File: src/rtl/fht_but_pipe_if.sv
// Sample/twiddle/mode bus into the FHT butterfly and the result bus out of it.
// master = stage/address controller side, slave = butterfly.
interface fht_but_pipe_if #(
  parameter int D_BIT = 17,
  parameter int W_BIT = 12
);
  logic                    iVALID;
  logic                    iSTALL;
  logic                    iBYPASS;
  logic                    iSCALE;
  logic                    iOVF_CLR;
  logic signed [D_BIT-1:0] iX_0;
  logic signed [D_BIT-1:0] iX_1;
  logic signed [D_BIT-1:0] iX_2;
  logic signed [W_BIT-1:0] iSIN;
  logic signed [W_BIT-1:0] iCOS;
  logic signed [D_BIT-1:0] oY_0;
  logic signed [D_BIT-1:0] oY_1;
  logic                    oVALID;
  logic                    oOVF;

  modport master (
    output iVALID, iSTALL, iBYPASS, iSCALE, iOVF_CLR, iX_0, iX_1, iX_2, iSIN, iCOS,
    input  oY_0, oY_1, oVALID, oOVF
  );
  modport slave (
    input  iVALID, iSTALL, iBYPASS, iSCALE, iOVF_CLR, iX_0, iX_1, iX_2, iSIN, iCOS,
    output oY_0, oY_1, oVALID, oOVF
  );
endinterface

File: src/rtl/fht_but_pipe.sv
// Two-stage radix-2 FHT butterfly: Y0/Y1 = X0 +/- (X1*cos + X2*sin), with stall,
// per-sample twiddle bypass, per-sample halve-or-saturate and a sticky overflow flag.
module fht_but_pipe #(
  parameter int D_BIT = 17,
  parameter int W_BIT = 12
) (
  input logic           iCLK,
  input logic           iRESET,
  fht_but_pipe_if.slave bus
);
  localparam int PW = D_BIT + W_BIT + 1;
  localparam int SW = D_BIT + 1;
  localparam logic signed [PW-1:0]    P_RND = PW'(1 << (W_BIT-2));
  localparam logic signed [PW-1:0]    P_MAX = PW'((1 << (D_BIT-1)) - 1);
  localparam logic signed [PW-1:0]    P_MIN = PW'(-(1 << (D_BIT-1)));
  localparam logic signed [SW-1:0]    S_ONE = SW'(1);
  localparam logic signed [D_BIT-1:0] D_MAX = {1'b0, {(D_BIT-1){1'b1}}};
  localparam logic signed [D_BIT-1:0] D_MIN = {1'b1, {(D_BIT-1){1'b0}}};

  logic signed [PW-1:0]    x1_e, x2_e, cos_e, sin_e, p, q;
  logic signed [SW-1:0]    s_sum, s_dif, s_sum_r, s_dif_r;
  logic signed [D_BIT-1:0] x0_d, x0_q, m_d, m_q, y0_d, y0_q, y1_d, y1_q;
  logic [2:1]              vld_pipe_d, vld_pipe_q;
  logic                    scale1_d, scale1_q, ovf1_d, ovf1_q, ovf_d, ovf_q;
  logic                    sat1, sat_s, sat_d, ovf_set;

  // Stage 1: rotate X1/X2 by the twiddle, round half-up, clamp to D_BIT
  always_comb begin
    x1_e  = PW'(bus.iX_1);
    x2_e  = PW'(bus.iX_2);
    cos_e = PW'(bus.iCOS);
    sin_e = PW'(bus.iSIN);
    p     = x1_e * cos_e + x2_e * sin_e + P_RND;
    q     = p >>> (W_BIT-1);
    sat1  = (q > P_MAX) || (q < P_MIN);

    vld_pipe_d[1] = vld_pipe_q[1];
    x0_d          = x0_q;
    m_d           = m_q;
    scale1_d      = scale1_q;
    ovf1_d        = ovf1_q;
    if (!bus.iSTALL) begin
      vld_pipe_d[1] = bus.iVALID;
      x0_d          = bus.iX_0;
      scale1_d      = bus.iSCALE;
      if (bus.iBYPASS) begin
        m_d    = bus.iX_1;
        ovf1_d = 1'b0;
      end else begin
        m_d    = sat1 ? (q[PW-1] ? D_MIN : D_MAX) : q[D_BIT-1:0];
        ovf1_d = sat1;
      end
    end
  end

  // Stage 2: one guard bit is enough for both the sum and the halving round
  always_comb begin
    s_sum   = SW'(x0_q) + SW'(m_q);
    s_dif   = SW'(x0_q) - SW'(m_q);
    s_sum_r = (s_sum + S_ONE) >>> 1;
    s_dif_r = (s_dif + S_ONE) >>> 1;
    sat_s   = s_sum[SW-1] != s_sum[SW-2];
    sat_d   = s_dif[SW-1] != s_dif[SW-2];

    vld_pipe_d[2] = vld_pipe_q[2];
    y0_d          = y0_q;
    y1_d          = y1_q;
    ovf_set       = 1'b0;
    if (!bus.iSTALL) begin
      vld_pipe_d[2] = vld_pipe_q[1];
      ovf_set       = vld_pipe_q[1] && (ovf1_q || (!scale1_q && (sat_s || sat_d)));
      if (scale1_q) begin
        y0_d = s_sum_r[D_BIT-1:0];
        y1_d = s_dif_r[D_BIT-1:0];
      end else begin
        y0_d = sat_s ? (s_sum[SW-1] ? D_MIN : D_MAX) : s_sum[D_BIT-1:0];
        y1_d = sat_d ? (s_dif[SW-1] ? D_MIN : D_MAX) : s_dif[D_BIT-1:0];
      end
    end
    // clear is honoured even while stalled; a same-cycle set wins
    ovf_d = ovf_set ? 1'b1 : (bus.iOVF_CLR ? 1'b0 : ovf_q);
  end

  always_ff @(posedge iCLK or negedge iRESET) begin
    if (!iRESET) begin
      vld_pipe_q <= '0;
      x0_q       <= '0;
      m_q        <= '0;
      scale1_q   <= 1'b0;
      ovf1_q     <= 1'b0;
      y0_q       <= '0;
      y1_q       <= '0;
      ovf_q      <= 1'b0;
    end else begin
      vld_pipe_q <= vld_pipe_d;
      x0_q       <= x0_d;
      m_q        <= m_d;
      scale1_q   <= scale1_d;
      ovf1_q     <= ovf1_d;
      y0_q       <= y0_d;
      y1_q       <= y1_d;
      ovf_q      <= ovf_d;
    end
  end

  assign bus.oY_0   = y0_q;
  assign bus.oY_1   = y1_q;
  assign bus.oVALID = vld_pipe_q[2];
  assign bus.oOVF   = ovf_q;
endmodule

File: src/flat_wrapper.sv
// flat-port wrapper written by rule: the top's interface ports become plain ports
module fht_but_pipe_flat 
#(
  parameter int D_BIT = 17,
  parameter int W_BIT = 12
)
  (iCLK, iRESET, bus_iVALID, bus_iSTALL, bus_iBYPASS, bus_iSCALE, bus_iOVF_CLR, bus_iX_0, bus_iX_1, bus_iX_2, bus_iSIN, bus_iCOS, bus_oY_0, bus_oY_1, bus_oVALID, bus_oOVF);
  fht_but_pipe_if #(.D_BIT(D_BIT), .W_BIT(W_BIT)) bus_i ();
  input logic iCLK;
  input logic iRESET;
  input wire logic [$bits(bus_i.iVALID)-1:0] bus_iVALID;
  input wire logic [$bits(bus_i.iSTALL)-1:0] bus_iSTALL;
  input wire logic [$bits(bus_i.iBYPASS)-1:0] bus_iBYPASS;
  input wire logic [$bits(bus_i.iSCALE)-1:0] bus_iSCALE;
  input wire logic [$bits(bus_i.iOVF_CLR)-1:0] bus_iOVF_CLR;
  input wire logic [$bits(bus_i.iX_0)-1:0] bus_iX_0;
  input wire logic [$bits(bus_i.iX_1)-1:0] bus_iX_1;
  input wire logic [$bits(bus_i.iX_2)-1:0] bus_iX_2;
  input wire logic [$bits(bus_i.iSIN)-1:0] bus_iSIN;
  input wire logic [$bits(bus_i.iCOS)-1:0] bus_iCOS;
  output wire logic [$bits(bus_i.oY_0)-1:0] bus_oY_0;
  output wire logic [$bits(bus_i.oY_1)-1:0] bus_oY_1;
  output wire logic [$bits(bus_i.oVALID)-1:0] bus_oVALID;
  output wire logic [$bits(bus_i.oOVF)-1:0] bus_oOVF;
  assign bus_i.iVALID = bus_iVALID;
  assign bus_i.iSTALL = bus_iSTALL;
  assign bus_i.iBYPASS = bus_iBYPASS;
  assign bus_i.iSCALE = bus_iSCALE;
  assign bus_i.iOVF_CLR = bus_iOVF_CLR;
  assign bus_i.iX_0 = bus_iX_0;
  assign bus_i.iX_1 = bus_iX_1;
  assign bus_i.iX_2 = bus_iX_2;
  assign bus_i.iSIN = bus_iSIN;
  assign bus_i.iCOS = bus_iCOS;
  assign bus_oY_0 = bus_i.oY_0;
  assign bus_oY_1 = bus_i.oY_1;
  assign bus_oVALID = bus_i.oVALID;
  assign bus_oOVF = bus_i.oOVF;
  fht_but_pipe #(.D_BIT(D_BIT), .W_BIT(W_BIT)) u_core (.iCLK(iCLK), .iRESET(iRESET), .bus(bus_i));
endmodule
File: config.mk
export PLATFORM = sky130hd
export DESIGN_NAME = fht_but_pipe_flat
export DESIGN_NICKNAME = d
export VERILOG_FILES = /design/src/rtl/fht_but_pipe_if.sv /design/src/rtl/fht_but_pipe.sv /design/src/flat_wrapper.sv
export SDC_FILE = /design/constraint.sdc
export NUM_CORES = 1
export LEC_CHECK = 0
export ABC_AREA = 1
export CAP_MARGIN = 10
export CORE_MARGIN = 2
export CORE_UTILIZATION = 55
export DETAILED_ROUTE_END_ITERATION = 6
export HOLD_SLACK_MARGIN = 0.08
export PLACE_DENSITY_LB_ADDON = 0.05
export SKIP_LAST_GASP = 1
export SYNTH_ARGS = -nofsm -noshare
export SYNTH_HDL_FRONTEND = slang
export SYNTH_SLANG_ARGS = --single-unit
File: constraint.sdc
create_clock -name iCLK -period 2.5 [get_ports iCLK]
set_input_delay 0.5 -clock iCLK [delete_from_list [all_inputs] [get_ports iCLK]]
set_output_delay 0.5 -clock iCLK [all_outputs]
set_load 0.01 [all_outputs]
After elaboration in Yosys (flattened, before gate mapping)
Cells that the tools add are included.

cells by class
  add/sub/neg operators = 6
  $mul = 2
  div/mod/pow operators = 0
  magnitude comparators = 2
  equal/unequal tests = 2
  shift operators = 0
  multiplexer cells = 13
  bitwise gates (word level) = 0
  reductions and logical operators = 7

operator list
  cell                      count
  $mux W17                  9
  $mul A17 B12 Y29          2
  $add A18 B2 Y18 const B   2
  $add A30 B12 Y30 const B  1
  $add A30 B30 Y30          1
  $gt A19 B17 Y1 const B    1
  $lt A19 B17 Y1 const B    1
  $add A17 B17 Y18          1
  $sub A17 B17 Y18          1
  $mux W1                   4
  $logic_or A1 B1 Y1        3
  $logic_and A1 B1 Y1       2
  $ne A1 B1 Y1              2
  $reduce_bool A2 Y1        1
  $logic_not A1 Y1          1

storage, ports and cells
  register bits after elaboration = 73
  bits in latches = 0
  memory bits (writable) = 0
  ROM bits = 0
  bits of input ports = 82
  output and inout port bits = 36
  logic and storage cells = 40
  memories kept = 0

Longest topological paths before layout
  depth after elaboration = 8
  depth in mapped cells = 44
  depth with buffers taken out = 41

Least setup slack after synthesis
No wires, ideal clock.

  path type = input -> register
  from = input bus_iSIN[3]
  to = register u_core.m_q[14]
  setup time = 0.117 ns
  arrival time = 7.156 ns
  data required time = 2.383 ns
  setup slack = -4.772 ns
  stages on the path = 36
  buffers on the path = 3
  cells stage by stage = clkbuf_1 clkbuf_1 nand2_1 fa_1 fa_1 fa_1 inv_1 fa_1 inv_1 fa_1 inv_1 ha_1 a21oi_1 inv_1 a31oi_1 o21ai_0 a21boi_0 o21bai_1 a21oi_1 xnor2_1 ha_1 ha_1 nand2_1 nor2_1 inv_1 nor4_1 a21oi_1 nand3_1 nand2_1 inv_1 nand2_2 a21oi_4 buf_6 nand2_1 nand2_1 nand2_1

on the way
  cells in the longest elaborated chain, start to end = 7
  elaborated cells on any way between the ends = 9
  classes of those cells = 2 x add/sub; 1 x mul; 2 x order compare; 3 x mux; 1 x reduce/logical

RTL lines
  what                                                     line                source
  start: declaration                                       flat_wrapper.sv:19  input wire logic [$bits(bus_i.iSIN)-1:0] bus_iSIN;
  $mul A17 B12 Y29 *                                       fht_but_pipe.sv:33  p = x1_e * cos_e + x2_e * sin_e + P_RND;
  $add A30 B30 Y30 *                                       fht_but_pipe.sv:33
  $add A30 B12 Y30 *                                       fht_but_pipe.sv:33
  $gt A19 B17 Y1 / $lt A19 B17 Y1 (equally long branches)  fht_but_pipe.sv:35  sat1 = (q > P_MAX) || (q < P_MIN);
  $logic_or A1 B1 Y1                                       fht_but_pipe.sv:35
  $mux W17 *                                               fht_but_pipe.sv:50  m_d = sat1 ? (q[PW-1] ? D_MIN : D_MAX) : q[D_BIT-1:0];
  $mux W17 *                                               fht_but_pipe.sv:46  if (bus.iBYPASS) begin
  end signal: assignment                                   fht_but_pipe.sv:97  m_q <= m_d;
  end: declaration                                         fht_but_pipe.sv:22  logic signed [D_BIT-1:0] x0_d, x0_q, m_d, m_q, y0_d, y0_q, y1_d, y1_q;

Mark *: on every way between the ends. The rest lies on a longest branch, timed or not.
A chain may end at the register's enable or synchronous reset.

Worst setup path in the final report
  from = input bus_iCOS[5]
  to = register u_core.m_q[8]

on the way
  cells in the longest elaborated chain, start to end = 7
  elaborated cells on any way between the ends = 9
  classes of those cells = 2 x add/sub; 1 x mul; 2 x order compare; 3 x mux; 1 x reduce/logical

RTL lines
  what                                                     line                source
  start: declaration                                       flat_wrapper.sv:20  input wire logic [$bits(bus_i.iCOS)-1:0] bus_iCOS;
  $mul A17 B12 Y29 *                                       fht_but_pipe.sv:33
  $add A30 B30 Y30 *                                       fht_but_pipe.sv:33
  $add A30 B12 Y30 *                                       fht_but_pipe.sv:33
  $gt A19 B17 Y1 / $lt A19 B17 Y1 (equally long branches)  fht_but_pipe.sv:35
  $logic_or A1 B1 Y1                                       fht_but_pipe.sv:35
  $mux W17 *                                               fht_but_pipe.sv:50
  $mux W17 *                                               fht_but_pipe.sv:46

Marked as above.

==> flow_summary.toml <==
[die]
initial_core_util_pct = 55.4
core_area_um2 = 41800
dieArea_um2 = 43700
pin_count = 118
die_w_um = 209
rows = 75
fp.dieH_um = 209

[routing]
route.detailed.drc = 0
vias = 24800
initialDrtViolationCount = 2281
wire_per_inst_um = 18.9
vias_per_cell = 5.49
drt-total-wl_mm = 85.5
first_pass_iters = 6
antenna_left = 0

[cts]
clk_latency_ps = 360
clk_transition_reported_paths_ps = 70
cts_tree = "done"
cts.path.max_buffers = 2
cts.sinks = 73
cts_root_buffer = "clkbuf_16"
ctsHoldBuffers = 0
h-tree-depth = 3
cts_buffers = 9

[sta]
maxSlewViolCount = 0
worst_pin_slew_ps = 723
layout_setup_ws_ps = -4750
max_slew_margin_pct = 51.7
fmax_mhz = 138
holdWs_ps = 88.7
hold_violations = 0
rsz0062_at_grt = "yes"
fin_crit_sh_pct = 290
finalSetupTns_ps = -89070
finalSetupViolations = 51
min_period_ps = 7250
fin_skew_ps = 12.9

[placed_design]
place_congestion = 0.966
hpwlAfterDp_mm = 60.2
io_buffers = 117

[setup_path]
crit_slowest_cell = "fa_1"
cp_max_fo = 8
crit_family = "adder cells"
worst-path-buf-inv = 9
cp_common_cell = "nand2_1"
worstSetupPathType = "in2reg"
slowest_delay_ps = 650
endpoint_kind = "register"
setup.worst_path.start = "bus_iCOS[5]"
rr_startpoint = "u_core.x0_q[0]$_DFFE_PN0N_"
startpoint_type = "input pin"
crit_required_ps = 2740
worstPathArrival_ps = 7490

[finish]
area_growth_pct = 49.9
nets = 4648
mostFrequentLayoutCells = "nand2_1 (726), inv_1 (678), buf_4 (643)"
layout_commonest_cell = "nand2_1"
drive_gt1_share_pct = 36.0

[job]
maxCapViolCount = 0

[yosys]
postSynthAreaPerCell_um2 = 7.28
syn_area_um2 = 23100
ys.flop_type = "dfrtp_1"
synth-seq-cells = 73
yosys_warnings = 0
async_reset_ff_share_pct = 100
synth_edf_count = 0
synthCells = 3176
ys_seq_area_share_pct = 7.90
synthesis.nets = 3849
yosysUniqueCellTypes = 46

[grt]
grt_max_degree = 71
grt_pass1_vias = 26000
grt_pass1_wl_mm = 132
grt.overflow.total = 0
antenna_found_initial = 1
grt_util_all_layers_pct = 37.9

[outcome]
violations = "negative setup slack"
status = "complete, but fails checks"

[min_path]
holdCritPathClass = "in2async"
==> logic make-up after synthesis <==
logic type	count (synthesis)	synth area share, %
xor gates and xnor gates	86	3.56
and+or+nand+nor	1261	22.6
buffers and inverters	866	14.4
adders and majority gates	591	44.2
AOI/OAI and AO/OA	299	7.29
DFF	73	7.90
==> what timing repair did <==
action | 4_1_cts | 5_1_grt
pin swaps | 239 | 157
buffers inserted | 138 | 59
gates resized for setup | 623 | 275
cloned | 14 | 1
endpoints found under the setup margin | 53 | 53
==> worst paths after layout <==
| kind | slack, ps | cells past startpoint | endpoint |
|---|---|---|---|
| min in group iCLK | 480 | 2 | u_core.bus.oY_0[4]$_DFFE_PN0N_ |
| worst min register to register | 480 | 2 | u_core.bus.oY_0[4]$_DFFE_PN0N_ |
| worst max-delay path | -4750 | 36 | u_core.m_q[8]$_DFFE_PN0N_ |
| max in group asynchronous | 1820 | 2 | u_core.vld_pipe_q[1]$_DFFE_PN0N_ |
| worst min-delay path | 90 | 1 | u_core.x0_q[8]$_DFFE_PN0N_ |
| worst max register to register | -250 | 14 | u_core.bus.oY_0[11]$_DFFE_PN0N_ |
==> state kept, by name (all words and copies together), names as in the netlist <==
name,count
u_core.bus.oY_0,17
u_core.bus.oY_1,17
u_core.m_q,17
u_core.x0_q,17
u_core.vld_pipe_q,2
u_core.bus.oOVF,1
u_core.ovf1_q,1
u_core.scale1_q,1
==> cell type report <==
cell class / count / area (um^2)
multi-input combinational: 2239 / 20900
clock buffer: 9 / 225
fill: 2547 / 7090
antenna: 2 / 5.00
inverter: 753 / 2870
timing repair buffer: 899 / 8000
sequential: 73 / 1840
tap: 539 / 674
clock inverter: 7 / 125
==> synthesized netlist by cell type (all sizes together) (5+ instances only) <==
cell    instances  area, um^2
a21o            8        60.1
a21oi         151         838
a31oi          17         106
buf            22         159
clkbuf         91         342
dfrtp          73        1830
fa            378        7570
ha            213        2670
inv           750        2820
nand2         875        3340
nand3         139         731
nand4          30         203
nor2          184         761
nor3           17        90.1
nor4            5        31.3
o21a            5        37.5
o21ai          97         485
o21bai         10        75.1
or2             5        31.3
xnor2          29         254
xor2           57         571
==> layer usage <==
layer  track usage (%)  up-vias  part of all wire, %
met2              66.2     1263                   49
met1              47.3    12100                   38
li1                  -    11100                    -
met3              5.82      363                  8.2
met5                 0        -                    0
met4              14.9        0                  5.3
==> metrics by stage <==
stage | cell area, um^2 | util (%) | setup WS (ps) | cells
finish | 34700 | 83.0 | -4750 | 4521
global route | 34700 | 83.0 | -5010 | 4519
CTS | 33300 | 79.7 | -4440 | 4464
detailed placement | 29500 | 70.7 | -5350 | 4299
global placement | 29500 | 70.7 | -5330 | 4299
floorplan | 23700 | - | -4170 | 3176
==> worst register-to-register path, delay by kind of cell, from the launching register on <==
kind | cells | cell delay [ps]
AOI/OAI and AO/OA | 2 | 330
adders and majority gates | 3 | 890
buffers and inverters | 2 | 180
DFF | 1 | 400
and+or+nand+nor | 7 | 870
Power is not shown: default switching activity piles up to over one toggle a cycle in this logic, so the estimate is an artifact.
